$ cat config.mk
export PLATFORM = sky130hd
export DESIGN_NAME = if_fetch_unit_flat
export DESIGN_NICKNAME = d
export VERILOG_FILES = /design/src/rtl/if_fetch_unit_if.sv /design/src/rtl/if_fetch_unit.sv /design/src/flat_wrapper.sv
export SDC_FILE = /design/constraint.sdc
export NUM_CORES = 1
export LEC_CHECK = 0
export CAP_MARGIN = 15
export CORE_MARGIN = 4
export CORE_UTILIZATION = 33
export CTS_CLUSTER_DIAMETER = 50
export CTS_CLUSTER_SIZE = 24
export DETAILED_ROUTE_END_ITERATION = 7
export PLACE_DENSITY = 0.73
export SYNTH_ARGS = -nofsm -noshare
export SYNTH_HDL_FRONTEND = slang
export SYNTH_SLANG_ARGS = --single-unit
export TNS_END_PERCENT = 20
$ cat constraint.sdc
create_clock -name clk -period 2.9 [get_ports clk]
set_input_delay 0.435 -clock clk [delete_from_list [all_inputs] [get_ports clk]]
set_output_delay 0.435 -clock clk [all_outputs]
set_load 0.01 [all_outputs]
$ cat src/rtl/if_fetch_unit_if.sv
// -----------------------------------------------------------------------------
// if_fetch_unit_if
// Bundle between the instruction-fetch front end and its surroundings
// (EX redirect, decode handshake, BIOS/IMEM synchronous-read ports,
// fault report and performance counters).
//
// Modports:
//   master : the fetch unit (drives PC-derived addresses and decode outputs)
//   slave  : the environment (EX stage, decode, memories)
//
// Signals:
//   redirect, redirect_target    EX branch/jump request and target PC
//   out_ready / out_valid        decode handshake
//   instruction                  presented instruction (NOP on flush)
//   instruction_raw              memory data before the flush mux
//   pc_out                       PC of the presented instruction
//   bios_addr / bios_data        BIOS word address / 1-cycle read data
//   imem_addr / imem_data        IMEM word address / 1-cycle read data
//   fetch_fault / fault_pc       sticky fault flag and first faulting PC
//   fetch_count / flush_count    accepted / redirect-cycle counters
// -----------------------------------------------------------------------------
interface if_fetch_unit_if #(
   parameter int unsigned BIOS_AW = 12,
   parameter int unsigned IMEM_AW = 14
);
   logic               redirect;
   logic [31:0]        redirect_target;
   logic               out_ready;
   logic               out_valid;
   logic [31:0]        instruction;
   logic [31:0]        instruction_raw;
   logic [31:0]        pc_out;
   logic [BIOS_AW-1:0] bios_addr;
   logic [31:0]        bios_data;
   logic [IMEM_AW-1:0] imem_addr;
   logic [31:0]        imem_data;
   logic               fetch_fault;
   logic [31:0]        fault_pc;
   logic [31:0]        fetch_count;
   logic [31:0]        flush_count;

   modport master (
      input  redirect, redirect_target, out_ready, bios_data, imem_data,
      output out_valid, instruction, instruction_raw, pc_out,
             bios_addr, imem_addr, fetch_fault, fault_pc,
             fetch_count, flush_count
   );

   modport slave (
      output redirect, redirect_target, out_ready, bios_data, imem_data,
      input  out_valid, instruction, instruction_raw, pc_out,
             bios_addr, imem_addr, fetch_fault, fault_pc,
             fetch_count, flush_count
   );
endinterface

$ cat src/rtl/if_fetch_unit.sv
// -----------------------------------------------------------------------------
// if_fetch_unit
// Instruction-fetch front end for the 3-stage RISC-V pipeline. Owns the PC,
// issues word addresses to the BIOS and IMEM synchronous-read memories
// (selected by PC[31:28]), presents instructions to decode with a
// valid/ready handshake, holds the address on stall, emits a NOP bubble on
// redirect and latches the first misaligned/unmapped fetch address.
//
// Ports:
//   clk  : clock, rising edge
//   rst  : asynchronous, active-high reset
//   bus  : if_fetch_unit_if.master (redirect, decode handshake, memory
//          address/data, fault report, counters)
//
// Optional feature: define IF_PERF_CNT_EN to implement the 32-bit wrapping
// fetch_count/flush_count counters; otherwise both read 0 and no counter
// flops exist.
// -----------------------------------------------------------------------------
module if_fetch_unit #(
   parameter logic [31:0] RESET_PC    = 32'h4000_0000,
   parameter int unsigned BIOS_AW     = 12,
   parameter int unsigned IMEM_AW     = 14,
   parameter logic [3:0]  BIOS_REGION = 4'h4,
   parameter logic [3:0]  IMEM_REGION = 4'h1,
   parameter logic [31:0] NOP_INST    = 32'h0000_0013
) (
   input logic             clk,
   input logic             rst,
   if_fetch_unit_if.master bus
);

   typedef enum logic {ST_BOOT, ST_RUN} state_e;
   typedef enum logic {SRC_BIOS, SRC_IMEM} src_e;

   state_e      state_q;
   src_e        src_q;
   src_e        src_d;
   logic [31:0] pc_q;
   logic [31:0] pc_d;
   logic        fault_q;
   logic [31:0] fault_pc_q;

   logic        out_valid;
   logic        accept;
   logic        redirect_run;
   logic        region_ok;
   logic        misaligned;
   logic        fault_new;

   always_comb begin
      // Valid drops combinationally on redirect (flush) and from the cycle
      // after a fault is latched.
      out_valid    = (state_q == ST_RUN) && !bus.redirect && !fault_q;
      accept       = out_valid && bus.out_ready;
      redirect_run = (state_q == ST_RUN) && bus.redirect;

      // A latched fault freezes the PC, overriding redirect.
      if (state_q == ST_BOOT)  pc_d = RESET_PC;
      else if (fault_q)        pc_d = pc_q;
      else if (bus.redirect)   pc_d = bus.redirect_target;
      else if (accept)         pc_d = pc_q + 32'd4;
      else                     pc_d = pc_q;

      region_ok  = (pc_d[31:28] == BIOS_REGION) || (pc_d[31:28] == IMEM_REGION);
      misaligned = redirect_run && !fault_q && (bus.redirect_target[1:0] != 2'b00);
      fault_new  = !fault_q && (misaligned || !region_ok);

      src_d = (pc_d[31:28] == IMEM_REGION) ? SRC_IMEM : SRC_BIOS;
   end

   always_ff @(posedge clk or posedge rst) begin
      if (rst) begin
         state_q    <= ST_BOOT;
         pc_q       <= RESET_PC;
         src_q      <= SRC_BIOS;
         fault_q    <= 1'b0;
         fault_pc_q <= '0;
      end else begin
         state_q <= ST_RUN;
         pc_q    <= pc_d;
         src_q   <= src_d;
         if (fault_new) begin
            fault_q    <= 1'b1;
            fault_pc_q <= pc_d;
         end
      end
   end

   // Addresses come straight from next-PC so the 1-cycle memory read lines
   // up with pc_q in the following cycle.
   assign bus.bios_addr       = pc_d[BIOS_AW+1:2];
   assign bus.imem_addr       = pc_d[IMEM_AW+1:2];
   assign bus.instruction_raw = (src_q == SRC_IMEM) ? bus.imem_data : bus.bios_data;
   assign bus.instruction     = bus.redirect ? NOP_INST : bus.instruction_raw;
   assign bus.out_valid       = out_valid;
   assign bus.pc_out          = pc_q;
   assign bus.fetch_fault     = fault_q;
   assign bus.fault_pc        = fault_pc_q;

`ifdef IF_PERF_CNT_EN
   logic [31:0] fetch_cnt_q;
   logic [31:0] flush_cnt_q;

   always_ff @(posedge clk or posedge rst) begin
      if (rst) begin
         fetch_cnt_q <= '0;
         flush_cnt_q <= '0;
      end else begin
         if (accept)       fetch_cnt_q <= fetch_cnt_q + 32'd1;
         if (redirect_run) flush_cnt_q <= flush_cnt_q + 32'd1;
      end
   end

   assign bus.fetch_count = fetch_cnt_q;
   assign bus.flush_count = flush_cnt_q;
`else
   assign bus.fetch_count = '0;
   assign bus.flush_count = '0;
`endif

endmodule

$ cat src/flat_wrapper.sv
// flat-port wrapper written by rule: the top's interface ports become plain ports
module if_fetch_unit_flat 
#(
   parameter logic [31:0] RESET_PC    = 32'h4000_0000,
   parameter int unsigned BIOS_AW     = 12,
   parameter int unsigned IMEM_AW     = 14,
   parameter logic [3:0]  BIOS_REGION = 4'h4,
   parameter logic [3:0]  IMEM_REGION = 4'h1,
   parameter logic [31:0] NOP_INST    = 32'h0000_0013
)
  (clk, rst, bus_redirect, bus_redirect_target, bus_out_ready, bus_bios_data, bus_imem_data, bus_out_valid, bus_instruction, bus_instruction_raw, bus_pc_out, bus_bios_addr, bus_imem_addr, bus_fetch_fault, bus_fault_pc, bus_fetch_count, bus_flush_count);
  if_fetch_unit_if #(.BIOS_AW(BIOS_AW), .IMEM_AW(IMEM_AW)) bus_i ();
  input logic clk;
  input logic rst;
  input wire logic [$bits(bus_i.redirect)-1:0] bus_redirect;
  input wire logic [$bits(bus_i.redirect_target)-1:0] bus_redirect_target;
  input wire logic [$bits(bus_i.out_ready)-1:0] bus_out_ready;
  input wire logic [$bits(bus_i.bios_data)-1:0] bus_bios_data;
  input wire logic [$bits(bus_i.imem_data)-1:0] bus_imem_data;
  output wire logic [$bits(bus_i.out_valid)-1:0] bus_out_valid;
  output wire logic [$bits(bus_i.instruction)-1:0] bus_instruction;
  output wire logic [$bits(bus_i.instruction_raw)-1:0] bus_instruction_raw;
  output wire logic [$bits(bus_i.pc_out)-1:0] bus_pc_out;
  output wire logic [$bits(bus_i.bios_addr)-1:0] bus_bios_addr;
  output wire logic [$bits(bus_i.imem_addr)-1:0] bus_imem_addr;
  output wire logic [$bits(bus_i.fetch_fault)-1:0] bus_fetch_fault;
  output wire logic [$bits(bus_i.fault_pc)-1:0] bus_fault_pc;
  output wire logic [$bits(bus_i.fetch_count)-1:0] bus_fetch_count;
  output wire logic [$bits(bus_i.flush_count)-1:0] bus_flush_count;
  assign bus_i.redirect = bus_redirect;
  assign bus_i.redirect_target = bus_redirect_target;
  assign bus_i.out_ready = bus_out_ready;
  assign bus_i.bios_data = bus_bios_data;
  assign bus_i.imem_data = bus_imem_data;
  assign bus_out_valid = bus_i.out_valid;
  assign bus_instruction = bus_i.instruction;
  assign bus_instruction_raw = bus_i.instruction_raw;
  assign bus_pc_out = bus_i.pc_out;
  assign bus_bios_addr = bus_i.bios_addr;
  assign bus_imem_addr = bus_i.imem_addr;
  assign bus_fetch_fault = bus_i.fetch_fault;
  assign bus_fault_pc = bus_i.fault_pc;
  assign bus_fetch_count = bus_i.fetch_count;
  assign bus_flush_count = bus_i.flush_count;
  if_fetch_unit #(.RESET_PC(RESET_PC), .BIOS_AW(BIOS_AW), .IMEM_AW(IMEM_AW), .BIOS_REGION(BIOS_REGION), .IMEM_REGION(IMEM_REGION), .NOP_INST(NOP_INST)) u_core (.clk(clk), .rst(rst), .bus(bus_i));
endmodule
* Word-level counts from Yosys, hierarchy flattened
Index checks and enable logic that the tools add are counted.
W data, S select, Z words.
** Cells by class
- Reduce and logical (&&, ||, !) cells :: 13
- Add/sub/neg operators :: 1
- Equality and inequality tests :: 2
- Multiplexer cells :: 7
** Operator list (number)
- $mux W32 :: 6
- $add A32 B3 Y32 const B :: 1
- $logic_and A1 B1 Y1 :: 7
- $eq A4 B1 Y1 const B :: 1
- $eq A4 B3 Y1 const B :: 1
- $logic_not A1 Y1 :: 3
- $logic_or A1 B1 Y1 :: 2
- $reduce_bool A2 Y1 :: 1
- $mux W1 :: 1
** Storage, ports and cells
- Register bits :: 67
- Logic and storage cells :: 28
- Output and inout bits :: 220
- Input bits :: 100

* Depth between registers and ports, before layout
- Depth in word-level cells :: 13
- Depth in mapped cells :: 11
- Mapped depth without buffers :: 8

* Least setup slack after synthesis
No wires, ideal clock.
- Kind :: input to output
- From :: input port bus_redirect
- To :: output port bus_bios_addr[5]
- Path slack :: 0.183 ns
- Required time :: 2.465 ns
- Stages :: 9
- Arrival time :: 2.282 ns
- Buffers on the path :: 2
- Cells stage by stage :: clkbuf_1 -> nor3b_1 -> and3_1 -> and3_1 -> xnor2_1 -> mux2_2 -> o21ai_0 -> a21oi_1 -> buf_4
** On the way
- Word-level cells in the longest chain between the ends :: 8
** Ends and longest elaborated chain
- from (decl) :: RTL line flat_wrapper.sv:15 : input wire logic [$bits(bus_i.redirect)-1:0] bus_redirect;
- $logic_not A1 Y1 :: RTL line if_fetch_unit.sv:53 : out_valid = (state_q == ST_RUN) && !bus.redirect && !fault_q;
- $logic_and A1 B1 Y1 (2 in a row) :: RTL line if_fetch_unit.sv:53
- via bus_out_valid :: RTL line flat_wrapper.sv:20 : output wire logic [$bits(bus_i.out_valid)-1:0] bus_out_valid;
- $logic_and A1 B1 Y1 :: RTL line if_fetch_unit.sv:54 : accept = out_valid && bus.out_ready;
- $mux W32 :: RTL line if_fetch_unit.sv:61 : else if (accept) pc_d = pc_q + 32'd4;
- $mux W32 :: RTL line if_fetch_unit.sv:60 : else if (bus.redirect) pc_d = bus.redirect_target;
- $mux W32 :: RTL line if_fetch_unit.sv:59 : else if (fault_q) pc_d = pc_q;
- $mux W32 :: RTL line if_fetch_unit.sv:58 : if (state_q == ST_BOOT) pc_d = RESET_PC;
- to (decl) :: RTL line flat_wrapper.sv:24 : output wire logic [$bits(bus_i.bios_addr)-1:0] bus_bios_addr;
The timed path passes the listed nets, and every way through them passes these cells.

* Worst setup path after layout
- From :: register u_core.fault_q, in the netlist u_core.bus.fetch_fault
- To :: output port bus_imem_addr[11]
** On the way
- Word-level cells in the longest chain between the ends :: 7
** Ends and longest elaborated chain
- from (decl) :: RTL line if_fetch_unit.sv:40 : logic fault_q;
- from (signal assigned) :: RTL line if_fetch_unit.sv:76 : fault_q <= 1'b0;
- from (signal assigned) :: RTL line if_fetch_unit.sv:83 : fault_q <= 1'b1;
- $logic_not A1 Y1 :: RTL line if_fetch_unit.sv:53
- $logic_and A1 B1 Y1 :: RTL line if_fetch_unit.sv:53
- $logic_and A1 B1 Y1 :: RTL line if_fetch_unit.sv:54
- $mux W32 :: RTL line if_fetch_unit.sv:61
- $mux W32 :: RTL line if_fetch_unit.sv:60
- $mux W32 (*) :: RTL line if_fetch_unit.sv:59
- $mux W32 (*) :: RTL line if_fetch_unit.sv:58
- to (decl) :: RTL line flat_wrapper.sv:25 : output wire logic [$bits(bus_i.imem_addr)-1:0] bus_imem_addr;
Every way passes the cells marked *; elsewhere a longest branch is shown, timed or not.

==> flow_summary.ini <==
[run]
cap_violations = 0

[global_route]
grt_pass1_wl_mm = 28.33
grt_util_all_layers_pct = 20.22
grt_overflow = 0
grt_start_max_net_pins = 68
grt_antenna_before_repair = 0
grt_pass1_vias = 4849

[yosys]
synth_compound_area_share_pct = 10.50
synth_edf_count = 0
synthMuxAreaShare_pct = 17.13
synth_adder_area_share_pct = 0.2447
async_flop_share_pct = 100.0
yosys_warnings = 0
ys_seq_area_share_pct = 32.81
syn_area_sq_um = 5114
synth_top_area_cell = dfrtp_1
synth.avg_cell_area_sq_um = 9.164
synthXorXnorAreaFrac_pct = 2.398
syn_inst = 558
synth_cell_types = 59
synth-simple-area-share_pct = 18.11
yosys.area.top_type_share_pct = 32.30
synth-seq-cells = 67
ys_top_cells_by_area = dfrtp_1, buf_4, mux2_2
synth_flop_cell = dfrtp_1
synth_top_family_by_area = buffers and inverters

[power_and_ir_drop]
power.density_nw_per_um2 = 335.3
power.leakage_nw = 3.603
vdd_ir_drop_max_mv = 0.2836
finalPower_mw = 2.761

[sta]
finalCritPeriodShare_pct = 97.26
period_minus_slack_ps = 2821
fmaxAchievable_mhz = 354.5
max_slew.worst_pin.slew_ps = 606.7
hold_viol = 0
setup-violations-final = 0
whs_ps = 489.1
maxSlewHeadroom_pct = 59.40
tns_ps = 0
fin_skew_ps = 7.759
finalMaxSlewViolations = 0

[layout]
antennaDiodeCount = 0
fin_nets = 937
final_area_sq_um = 8234
drive_gt1_share_pct = 20.69
fillCellCount = 1356
areaGrowthSynthToFinish_pct = 61.02

[status]
status = finished clean

[clock_tree]
clock-sinks = 67
clockRootBuffer = clkbuf_16
cts_tree = done
cts_buffers = 9
clkLatencyLatePin_ps = 330
h-tree-depth = 3
clkSlewWorstSetupHoldPaths_ps = 60
clockBufferDepth = 2

[drt]
drc = 0
first_pass_iters = 5
vias = 4909
drt_iter0_drc = 225
drtAntennaViolNets = 0
drt_wl_total_mm = 18.87
wl_per_cell_um = 18.34
viasPerCell = 4.771

[setup_path]
arrival_ps = 2390
endpoint_kind = output port
slowest_delay_ps = 460
critPathLaunchType = register
path_max_fanout = 4
path_cells = nand4bb_4, nor2_4, buf_4, nand4_1, xnor2_1, mux2i_1, o21ai_1, and2_4, dlygate4sd2_1
cp.required_ps = 2470
crit_type = register to output port
slowest_stage = dfrtp_2

[die]
pin_count = 320
fp.dieH_um = 132.5
core_sq_um = 15200
rows = 45
dieWidth_um = 132.5
start_util_pct = 33.64
die_area_sq_um = 17550

[place]
placed_area_sq_um = 7824
hpwl_mm = 14.71
gp_congestion = 0.8252
portBuffers = 255

[hold_path]
hold_path_class = primary input to asynchronous set/reset pin
layout make-up:
type	count	area, sq um	area share (%)
clock buffers	14	264.0	3.206
clock inverters	2	12.51	0.1520
inverters	33	123.9	1.504
multi-input cells	401	2811	34.14
flip-flops and latches	67	1684	20.45
well taps	188	235.2	2.857
repair buffers	324	3103	37.68
final timing paths:
path | from | to | slack (ps) | cells past startpoint
worst max-delay path | u_core.bus.fetch_fault$_DFFE_PP0P_ | bus_imem_addr[11] | 80 | 9
worst min-delay path | rst | u_core.bus.fault_pc[21]$_DFFE_PP0P_ | 490 | 3
worst max register to register | u_core.bus.pc_out[12]$_DFF_PP0_ | u_core.bus.fault_pc[13]$_DFFE_PP0P_ | 150 | 10
worst min register to register | u_core.bus.fault_pc[13]$_DFFE_PP0P_ | u_core.bus.fault_pc[13]$_DFFE_PP0P_ | 490 | 1
max in group asynchronous | rst | u_core.bus.pc_out[30]$_DFF_PP1_ | 2070 | 3
min in group clk | u_core.bus.fault_pc[13]$_DFFE_PP0P_ | u_core.bus.fault_pc[13]$_DFFE_PP0P_ | 490 | 1
metal layers:
metal	GRT usage, %	wire length [um]	part of all wire, %
met1	25.22	7830	41
met2	35.65	9534	51
met3	4.829	1288	6.8
met4	4.215	217	1.1
met5	0	0	0
Yosys cell counts (all sizes together), types with 3 or more instances:
| library cell | number |
|---|---|
| mux2 | 57 |
| or4 | 3 |
| buf | 101 |
| inv | 33 |
| dfrtp | 66 |
| xnor2 | 13 |
| nor3 | 3 |
| a22oi | 4 |
| nor2 | 23 |
| a31oi | 5 |
| mux2i | 17 |
| nor2b | 3 |
| and2 | 35 |
| and3 | 4 |
| nor4 | 7 |
| nand2b | 5 |
| clkbuf | 19 |
| o211ai | 4 |
| a21oi | 20 |
| nand2 | 47 |
| o21ai | 27 |
| nand3 | 13 |
| o221ai | 5 |
| nand4 | 15 |
kinds of logic (layout without fill, tap and decap cells):
kind of cell | Yosys count | in the layout
AOI/OAI and AO/OA | 83 | 83
xor gates and xnor gates | 14 | 14
adders and majority gates | 1 | 1
buffers and inverters | 153 | 373
DFF | 67 | 67
muxes | 74 | 74
other | 2 | 65
and+or+nand+nor | 164 | 164
what timing repair did:
action                     in CTS  in global routing
pin swaps                       4                  5
hold buffers                    0                  0
setup endpoints to repair      29                 22
setup buffers                   3                  4
resized for setup              36                 23
critical path: cells and delay by family (launching register included):
kind	cells	cell delay (ps)
DFF	1	460
xor gates and xnor gates	1	180
muxes	1	190
and+or+nand+nor	4	720
AOI/OAI and AO/OA	1	80
buffers and inverters	2	410
registers in the layout (all words and copies together), names as in the netlist:
| signal | count |
|---|---|
| u_core.bus.fault_pc | 32 |
| u_core.bus.fetch_fault | 1 |
| u_core.bus.pc_out | 32 |
| u_core.src_q | 1 |
| u_core.state_q | 1 |
placed cells by master (no fill, tap or decap), drive strengths merged, types with 2 or more instances in the layout:
cell type / n
a21oi: 20
a221o: 2
a22oi: 4
a31oi: 5
a32o: 2
and2: 35
and3: 4
and4: 2
buf: 69
clkbuf: 16
clkdlybuf4s50: 233
clkinv: 2
conb: 65
dfrtp: 66
dlygate4sd2: 15
dlymetal6s2s: 4
inv: 32
mux2: 57
mux2i: 17
nand2: 47
nand2b: 5
nand3: 13
nand4: 15
nor2: 23
nor2b: 3
nor3: 3
nor4: 7
o211ai: 4
o21ai: 27
o221ai: 5
o2bb2ai: 2
o311ai: 2
or4: 3
xnor2: 13
per-stage QoR:
step / utilization, % / std cells / setup slack, ps
finish: 54.16 / 1029 / 79.42
global route: 54.16 / 1029 / -24.89
CTS: 53.69 / 1025 / -138.9
detailed placement: 51.47 / 1006 / -525.4
global placement: 51.47 / 1006 / -436.5
floorplan: - / 621 / 182.9
where the power goes:
part | switching, mW | leakage [nW] | internal [mW] | total (mW)
clock network | 0.401 | 0.133 | 0.625 | 1.03
logic | 0.296 | 2.60 | 0.404 | 0.701
registers | 0.0350 | 0.868 | 1.00 | 1.03
total | 0.732 | 3.60 | 2.03 | 2.76
Note: power is estimated with default switching activity, not from simulation.
